**config.mk**
```make
export PLATFORM = sky130hd
export DESIGN_NAME = leaky_relu_stream
export DESIGN_NICKNAME = d
export VERILOG_FILES = /design/src/rtl/leaky_relu_stream.sv
export SDC_FILE = /design/constraint.sdc
export NUM_CORES = 1
export LEC_CHECK = 0
export ABC_AREA = 1
export BUFFER_PORTS_ARGS = -buffer_cell sky130_fd_sc_hd__buf_2
export CORE_MARGIN = 5
export CORE_UTILIZATION = 30
export CTS_CLUSTER_SIZE = 24
export DETAILED_ROUTE_END_ITERATION = 10
export MAX_ROUTING_LAYER = met4
export SYNTH_ARGS = -nofsm -noshare
export SYNTH_HDL_FRONTEND = slang
export SYNTH_SLANG_ARGS = --single-unit
```
**constraint.sdc**
```tcl
create_clock -name clk -period 9.05 [get_ports clk]
set_input_delay 0.4525 -clock clk [delete_from_list [all_inputs] [get_ports clk]]
set_output_delay 0.4525 -clock clk [all_outputs]
set_load 0.1 [all_outputs]
```
**src/rtl/leaky_relu_stream.sv**
```systemverilog
// -----------------------------------------------------------------------------
// leaky_relu_stream
//
// Post-convolution activation stage. When the upstream conv2d raises done,
// the whole flat output tensor is captured in one cycle. A shift-based leaky
// ReLU is then applied element by element, and the results are streamed out
// over a valid/ready handshake, one activation per accepted beat.
//
// Activation f(x):
//   x >= 0 : x               (saturated to CLAMP_MAX when LEAKY_RELU_CLAMP_EN)
//   x <  0 : x >>> NEG_SHIFT (arithmetic shift, rounds toward -inf)
//
// Optional feature macro: LEAKY_RELU_CLAMP_EN
//   defined   -> positive results are clamped to CLAMP_MAX (ReLU-N style)
//   undefined -> no clamp logic, CLAMP_MAX is ignored
//
// Ports:
//   clk            in   system clock, rising edge
//   rst            in   asynchronous, active-high reset
//   in_done        in   upstream done level; its rising edge starts a capture
//   in_tensor_flat in   flat tensor, element i at [i*DATA_WIDTH +: DATA_WIDTH]
//   out_data       out  activated element
//   out_index      out  index of the element on out_data
//   out_valid      out  out_data/out_index valid
//   out_ready      in   consumer accepts the current beat
//   busy           out  high while streaming
//   done           out  one-cycle pulse after the last beat is accepted
// -----------------------------------------------------------------------------
module leaky_relu_stream #(
   parameter int NUM_ELEMS  = 4,
   parameter int DATA_WIDTH = 32,
   parameter int NEG_SHIFT  = 3,
   parameter int CLAMP_MAX  = 100,
   localparam int IDX_W     = (NUM_ELEMS > 1) ? $clog2(NUM_ELEMS) : 1
) (
   input  logic                            clk,
   input  logic                            rst,
   input  logic                            in_done,
   input  logic [NUM_ELEMS*DATA_WIDTH-1:0] in_tensor_flat,
   output logic [DATA_WIDTH-1:0]           out_data,
   output logic [IDX_W-1:0]                out_index,
   output logic                            out_valid,
   input  logic                            out_ready,
   output logic                            busy,
   output logic                            done
);

   typedef enum logic [1:0] {
      IDLE   = 2'd0,
      STREAM = 2'd1,
      DONE   = 2'd2
   } state_t;

   localparam logic [IDX_W-1:0] LAST_IDX = IDX_W'(NUM_ELEMS - 1);

`ifdef LEAKY_RELU_CLAMP_EN
   localparam logic signed [DATA_WIDTH-1:0] CLAMP_VAL = DATA_WIDTH'(CLAMP_MAX);
`endif

   state_t                 state;
   state_t                 state_next;
   logic                   in_done_d;
   logic                   start;
   logic                   xfer;
   logic                   last_beat;
   logic [IDX_W-1:0]       next_idx;
   logic [DATA_WIDTH-1:0]  buf_mem [NUM_ELEMS];

   // Leaky ReLU on one element; the result always fits in DATA_WIDTH bits.
   function automatic logic [DATA_WIDTH-1:0] act(input logic [DATA_WIDTH-1:0] x);
      logic signed [DATA_WIDTH-1:0] sx;
      sx = signed'(x);
      if (sx[DATA_WIDTH-1])
         act = sx >>> NEG_SHIFT;
`ifdef LEAKY_RELU_CLAMP_EN
      else if (sx > CLAMP_VAL)
         act = CLAMP_VAL;
`endif
      else
         act = x;
   endfunction

   // Only a rising edge of in_done seen in IDLE starts a new tensor, so a
   // level that stays high across the end of a stream cannot retrigger it.
   assign start     = in_done && !in_done_d && (state == IDLE);
   assign xfer      = out_valid && out_ready;
   assign last_beat = (out_index == LAST_IDX);
   assign next_idx  = out_index + IDX_W'(1);

   // -------------------------------------------------------------------------
   // State register
   // -------------------------------------------------------------------------
   // NOTE: sequential state uses non-blocking assignments so every flop
   // samples pre-edge values, independent of process evaluation order.
   always_ff @(posedge clk or posedge rst) begin
      if (rst) state <= IDLE;
      else     state <= state_next;
   end

   // -------------------------------------------------------------------------
   // Next-state logic
   // -------------------------------------------------------------------------
   // NOTE: state_next gets a default before the case so that no path leaves
   // it unassigned, which would otherwise infer a latch.
   always_comb begin
      state_next = state;
      unique case (state)
         IDLE:    if (start) state_next = STREAM;
         STREAM:  if (xfer && last_beat) state_next = DONE;
         DONE:    state_next = IDLE;
         default: state_next = IDLE;
      endcase
   end

   // -------------------------------------------------------------------------
   // Output decode: valid and busy span the whole STREAM state (valid is
   // only dropped by the final transfer), done is the single DONE cycle.
   // -------------------------------------------------------------------------
   always_comb begin
      out_valid = 1'b0;
      busy      = 1'b0;
      done      = 1'b0;
      unique case (state)
         STREAM: begin
            out_valid = 1'b1;
            busy      = 1'b1;
         end
         DONE:    done = 1'b1;
         default: ;
      endcase
   end

   // -------------------------------------------------------------------------
   // Edge detector and output datapath
   // -------------------------------------------------------------------------
   always_ff @(posedge clk or posedge rst) begin
      if (rst) begin
         in_done_d <= 1'b0;
         out_data  <= '0;
         out_index <= '0;
      end else begin
         in_done_d <= in_done;
         if (start) begin
            // Element 0 comes straight from the bus so the first beat is
            // visible one cycle after the start edge.
            out_data  <= act(in_tensor_flat[DATA_WIDTH-1:0]);
            out_index <= '0;
         end else if (state == STREAM && xfer && !last_beat) begin
            out_data  <= act(buf_mem[next_idx]);
            out_index <= next_idx;
         end
      end
   end

   // -------------------------------------------------------------------------
   // Capture buffer
   // -------------------------------------------------------------------------
   // NOTE: the buffer has no reset; it is always written before it is read,
   // and leaving it out of reset keeps it mappable to plain storage.
   always_ff @(posedge clk) begin
      if (start) begin
         for (int i = 0; i < NUM_ELEMS; i++)
            buf_mem[i] <= in_tensor_flat[i*DATA_WIDTH +: DATA_WIDTH];
      end
   end

endmodule
```
==> flow_summary.toml, run 1 <==
[sta]
setup_violations = 0
finalSetupTns_ns = 0
slew_headroom = 0.214
hold_ws_ns = 0.148
post-route-period-util = 0.362
rsz0062_at_grt = "false"
fin_ws_ns = 5.78
tightest_slew_ns = 1.18
skew_ns = 0.0152
max_freq_mhz = 305
hold_violations = 0
post-route-min-period_ns = 3.27
report.final.slew_viol_count = 0

[synth]
synthFlopType = "edfxtp_1"
ys_warn_count = 0
synth_common_cells = "nand2_1 (347), edfxtp_1 (128), nand3_1 (111), inv_1 (56), dfrtp_1 (37)"
async_flop_share = 0.224
synth.most_common_cell = "nand2_1"
synth.avg_cell_area_um2 = 9.37
synthTopCellsByArea = "edfxtp_1 (52%), nand2_1 (18%), dfrtp_1 (13%)"
seq_area_frac_synth = 0.646
netlist.area_leader.share = 0.521
syn_area_um2 = 7380
ys_ff_latch = 165
synth-edff-count = 128
synth_cell_types = 16
synth_fp_nets = 921
synth_top_area_cell = "edfxtp_1"
syn_inst = 788

[worst_setup_path]
crit_slowest_cell = "buf_4"
arrival_ns = 3.65
critPathCaptureType = "flop"
critPathTopFamily = "buffers and inverters"
critPathBufInv = 3
worstSetupPathType = "flop to flop"
required_ns = 9.42
critPathMaxStageDelay_ns = 0.92
crit_path_frequent_cell = "nand2_1"
critPathLaunchType = "flop"
crit_chain = "nor2_1, nand3_1, inv_6, buf_4, o211ai_1, nand2_1, inv_1, nand2_1"
cp_max_fo = 85

[die]
initial_utilization = 0.304
core-area_um2 = 24200
die_area_um2 = 27800
die_w_um = 167
io_pins = 169
rows = 57
die_h_um = 167

[global_routing]
antenna_found_initial = 0
grt_pass1_wl_um = 32500
grt_max_degree = 86
grt_pass1_vias = 5889
grt.total_usage = 0.155
gr-total-overflow = 0

[drt]
route.detailed.drc = 0
ant_nets = 0
vias_per_cell = 4.53
drt_pass1_iterations = 6
drtIter0Drc = 388
wire_per_inst_um = 16.5
num_vias = 5772
wirelength_um = 21000

[clocking]
clock_latency_ns = 0.43
numCtsBuffers = 17
tritoncts = "yes"
cts_hold_buf = 0
h-tree-depth = 4
cts_resized = 0
cts-root-buf = "clkbuf_16"
clockBufferDepth = 2
path_clk_slew_ns = 0.08
post_cts_buffers = 0
cts.sinks = 165

[power]
ir_drop_mv = 0.266
combPwrFrac = 0.509
leakagePower_nw = 4.11
powerDensity_nw_per_um2 = 395
p_total_mw = 3.58
p_seq_frac = 0.291
p_sw_frac = 0.520
p_switching_mw = 1.86
internal-power_mw = 1.72
power.share.clock = 0.200

[placement]
dpl_cell_area_um2 = 8470
place.gp.congestion = 0.842
hpwl_um = 14200
port_buffers = 168
preCtsSetupSlack_ns = 5.59
dp.cells = 1243

[final_layout]
fillers = 2493
final_area_um2 = 9050
multi_input_area_um2 = 2180
diodes = 0
final_nets = 1071
stdcell_count = 1275
final_util = 0.373
syn2layout_area_growth_pct = 22.6
drive_gt1_frac = 0.224
ff_latch_area_um2 = 4770

[run]
max_cap_viol_count = 0

[run_status]
status = "complete, no violations"

[worst_hold_path]
hold_path.class = "input port to flop"
## kinds of logic (layout without fill, tap and decap cells)
group | Yosys count | after routing | synth area share
AO/OA/AOI/OAI | 42 | 42 | 0.0292
buffers and inverters | 102 | 265 | 0.0595
AND/OR/NAND/NOR | 478 | 478 | 0.263
flip-flops | 165 | 165 | 0.646
adder cells (fa/ha/maj) | 1 | 1 | 0.00169
## final timing paths
check / from / to / slack, ns / depth (start not counted)
max: in_done_d$_DFF_PP0_ / out_data[2]$_DFFE_PP0P_ / 5.78 / 8
min: in_done / in_done_d$_DFF_PP0_ / 0.15 / 1
max reg2reg: in_done_d$_DFF_PP0_ / out_data[2]$_DFFE_PP0P_ / 5.78 / 8
min reg2reg: out_data[26]$_DFFE_PP0P_ / out_data[26]$_DFFE_PP0P_ / 0.48 / 2
max in group asynchronous: rst / out_index[0]$_DFFE_PP0P_ / 8.22 / 2
min in group asynchronous: rst / in_done_d$_DFF_PP0_ / 0.20 / 2
## placed cells by master (no fill, tap or decap)
cell	n
buf_2	168
buf_4	7
clkbuf_16	17
clkinv_2	1
clkinv_4	1
clkinv_8	3
clkinvlp_4	2
dfrtp_1	36
dfrtp_2	1
edfxtp_1	128
ha_1	1
inv_1	54
inv_2	3
inv_6	5
inv_8	4
nand2_1	347
nand3_1	111
nand4_1	3
nor2_1	14
nor3_1	2
nor3_2	1
o211ai_1	2
o21ai_0	36
o21ai_1	4
## power groups by stage
stage / Sequential (mW) / Clock, mW / Combinational [mW]
after global routing: 1.06 / 0.762 / 1.99
after global placement: 1.06 / 0 / 1.84
after floorplan: 1.59 / 0 / 0.877
final: 1.04 / 0.715 / 1.82
after detailed placement: 1.06 / 0 / 1.85
after CTS: 1.04 / 0.731 / 1.85
## final cells by class
| class | count | area share |
|---|---|---|
| Inverter | 58 | 0.0246 |
| Timing Repair Buffer | 175 | 0.0987 |
| Tap cell | 324 | 0.0448 |
| Clock inverter | 15 | 0.0174 |
| Multi-Input combinational cell | 521 | 0.240 |
| Sequential cell | 165 | 0.527 |
| Clock buffer | 17 | 0.0470 |
## state kept, by name, summed over array words and instances, names as in the netlist
register   count
state          2
in_done_d      1
buf_mem      128
out_data      32
out_index      2
## per-layer routing
layer,up-vias,wire length (µm),global-route usage
met5,-,0,-
met1,2687,9850,0.207
met4,0,359,0.0494
li1,2885,-,-
met3,23,973,0.0313
met2,177,9850,0.239
Power figures use the tool's default switching activity.
==> run 2: changes to the inputs <==
==> constraint.sdc (replaced) <==
create_clock -name clk -period 3.4 [get_ports clk]
set_input_delay 0.17 -clock clk [delete_from_list [all_inputs] [get_ports clk]]
set_output_delay 0.17 -clock clk [all_outputs]
set_load 0.1 [all_outputs]
==> flow_summary.toml, run 2 (synthesis gave the netlist of run 1 again) <==
[run_status]
status = "complete, no violations"

[die]
initial_utilization = 0.304
die_area_um2 = 27800
die_h_um = 167
die_w_um = 167
rows = 57
io_pins = 169
core-area_um2 = 24200

[sta]
tightest_slew_ns = 0.856
hold_violations = 0
setup_violations = 0
post-route-min-period_ns = 2.44
rsz0062_at_grt = "false"
finalSetupTns_ns = 0
skew_ns = 0.0124
fin_ws_ns = 0.961
max_freq_mhz = 410
post-route-period-util = 0.717
slew_headroom = 0.430
report.final.slew_viol_count = 0

[worst_setup_path]
reg2reg_from = "out_index[0]$_DFFE_PP0P_"
required_ns = 3.70
critPathCaptureType = "flop"
reg2reg_slack_ns = 0.96
cp_max_fo = 69
worstSetupPathType = "flop to flop"
arrival_ns = 2.74
r2r_cells = 9
r2r_end = "out_data[3]$_DFFE_PP0P_"
critPathLaunchType = "flop"

[placement]
hpwl_um = 15000
preCtsSetupSlack_ns = 0.930
dpl_cell_area_um2 = 8550
place.gp.congestion = 0.804
port_buffers = 168

[clocking]
h-tree-depth = 4
tritoncts = "yes"
clock_latency_ns = 0.43
cts-root-buf = "clkbuf_16"
cts.sinks = 165
clockBufferDepth = 2
path_clk_slew_ns = 0.07
numCtsBuffers = 17

[worst_hold_path]
min_path_cells = 1
hold_path.class = "input port to flop"
holdCritStartpoint = "in_tensor_flat[18]"
min_to = "buf_mem[0][18]$_DFFE_PP_"

[final_layout]
final_nets = 1206
syn2layout_area_growth_pct = 41.5
final_cell_mix = "nand2_1 (347), buf_2 (168), edfxtp_1 (128)"
largest_register_ff_count = 128
top_regs = "buf_mem (128), out_data (32)"
final_util = 0.431
diodes = 0
final_common_cell = "nand2_1"
final_area_um2 = 10400
regMostFlops = "buf_mem"
drive_gt1_frac = 0.203

[global_routing]
antenna_found_initial = 0
gr-total-overflow = 0
grt.total_usage = 0.173
grt_pass1_vias = 6665
grt_max_degree = 86
grt_pass1_wl_um = 36600

[drt]
drt_pass1_iterations = 7
num_vias = 6473
ant_nets = 0
route.detailed.drc = 0
vias_per_cell = 4.59
wirelength_um = 23400
wire_per_inst_um = 16.6
drtIter0Drc = 447

[run]
max_cap_viol_count = 0

[power]
p_total_mw = 9.87
leakagePower_nw = 4.71
powerDensity_nw_per_um2 = 945
ir_drop_mv = 0.490
run 2: cell types whose count changed in the layout (fill, tap and decap cells not counted), sizes merged:
cell	delta
dlygate4sd3	+127
buf	+8
bufinv	+3
inv	-3
run 2: critical path, stage by stage (launching register included):
cell     delay [ns]
dfrtp_2        0.36
buf_4          0.60
inv_2          0.11
nand2_1        0.11
nand3_1        0.07
nand2_1        0.58
buf_4          0.28
nand2_1        0.06
nand3_1        0.07
nand3_1        0.07
run 2: through the flow:
| stage | hold slack [ns] | cells |
|---|---|---|
| after global placement | 0.309 | 1251 |
| final | 0.0351 | 1410 |
| after detailed placement | 0.303 | 1251 |
| after CTS | 0.0194 | 1410 |
| after global routing | 0.0132 | 1410 |
| after floorplan | 0.201 | 788 |
run 2: final cells by class:
class | instances | area, µm²
clock buffer | 17 | 425
clock inverter | 15 | 195
fill | 2383 | 13800
inverter | 58 | 223
multi-input combinational | 521 | 2180
sequential | 165 | 4770
tap | 324 | 405
timing repair buffer | 310 | 2250
run 2: report_power, final:
part	switching [mW]	internal (mW)	total, mW
clock	0.866	1.18	2.04
combinational	3.90	1.18	5.08
sequential	0.170	2.58	2.75
total	4.94	4.94	9.87
run 2: layer usage:
layer,share of wire,vias to the layer above,GRT usage
met2,0.48,229,0.268
met5,0,-,-
li1,-,3151,-
met3,0.048,30,0.0303
met1,0.45,3063,0.233
met4,0.019,0,0.0534
run 2: worst max path at each step:
stage	start	to	slack, ns	cells after the start
after CTS	out_index[0]$_DFFE_PP0P_	out_data[3]$_DFFE_PP0P_	0.91	9
after detailed placement	out_index[0]$_DFFE_PP0P_	out_data[3]$_DFFE_PP0P_	0.93	9
after floorplan	in_done_d$_DFF_PP0_	buf_mem[0][0]$_DFFE_PP_	0.56	4
final	out_index[0]$_DFFE_PP0P_	out_data[3]$_DFFE_PP0P_	0.96	9
after global placement	out_index[0]$_DFFE_PP0P_	out_data[19]$_DFFE_PP0P_	1.0	9
after global routing	out_index[0]$_DFFE_PP0P_	out_data[18]$_DFFE_PP0P_	0.68	9
run 2: timing repair:
item,CTS,global route
setup buffers,0,0
resized for setup,0,0
hold endpoints to repair,163,0
hold buffers,127,0
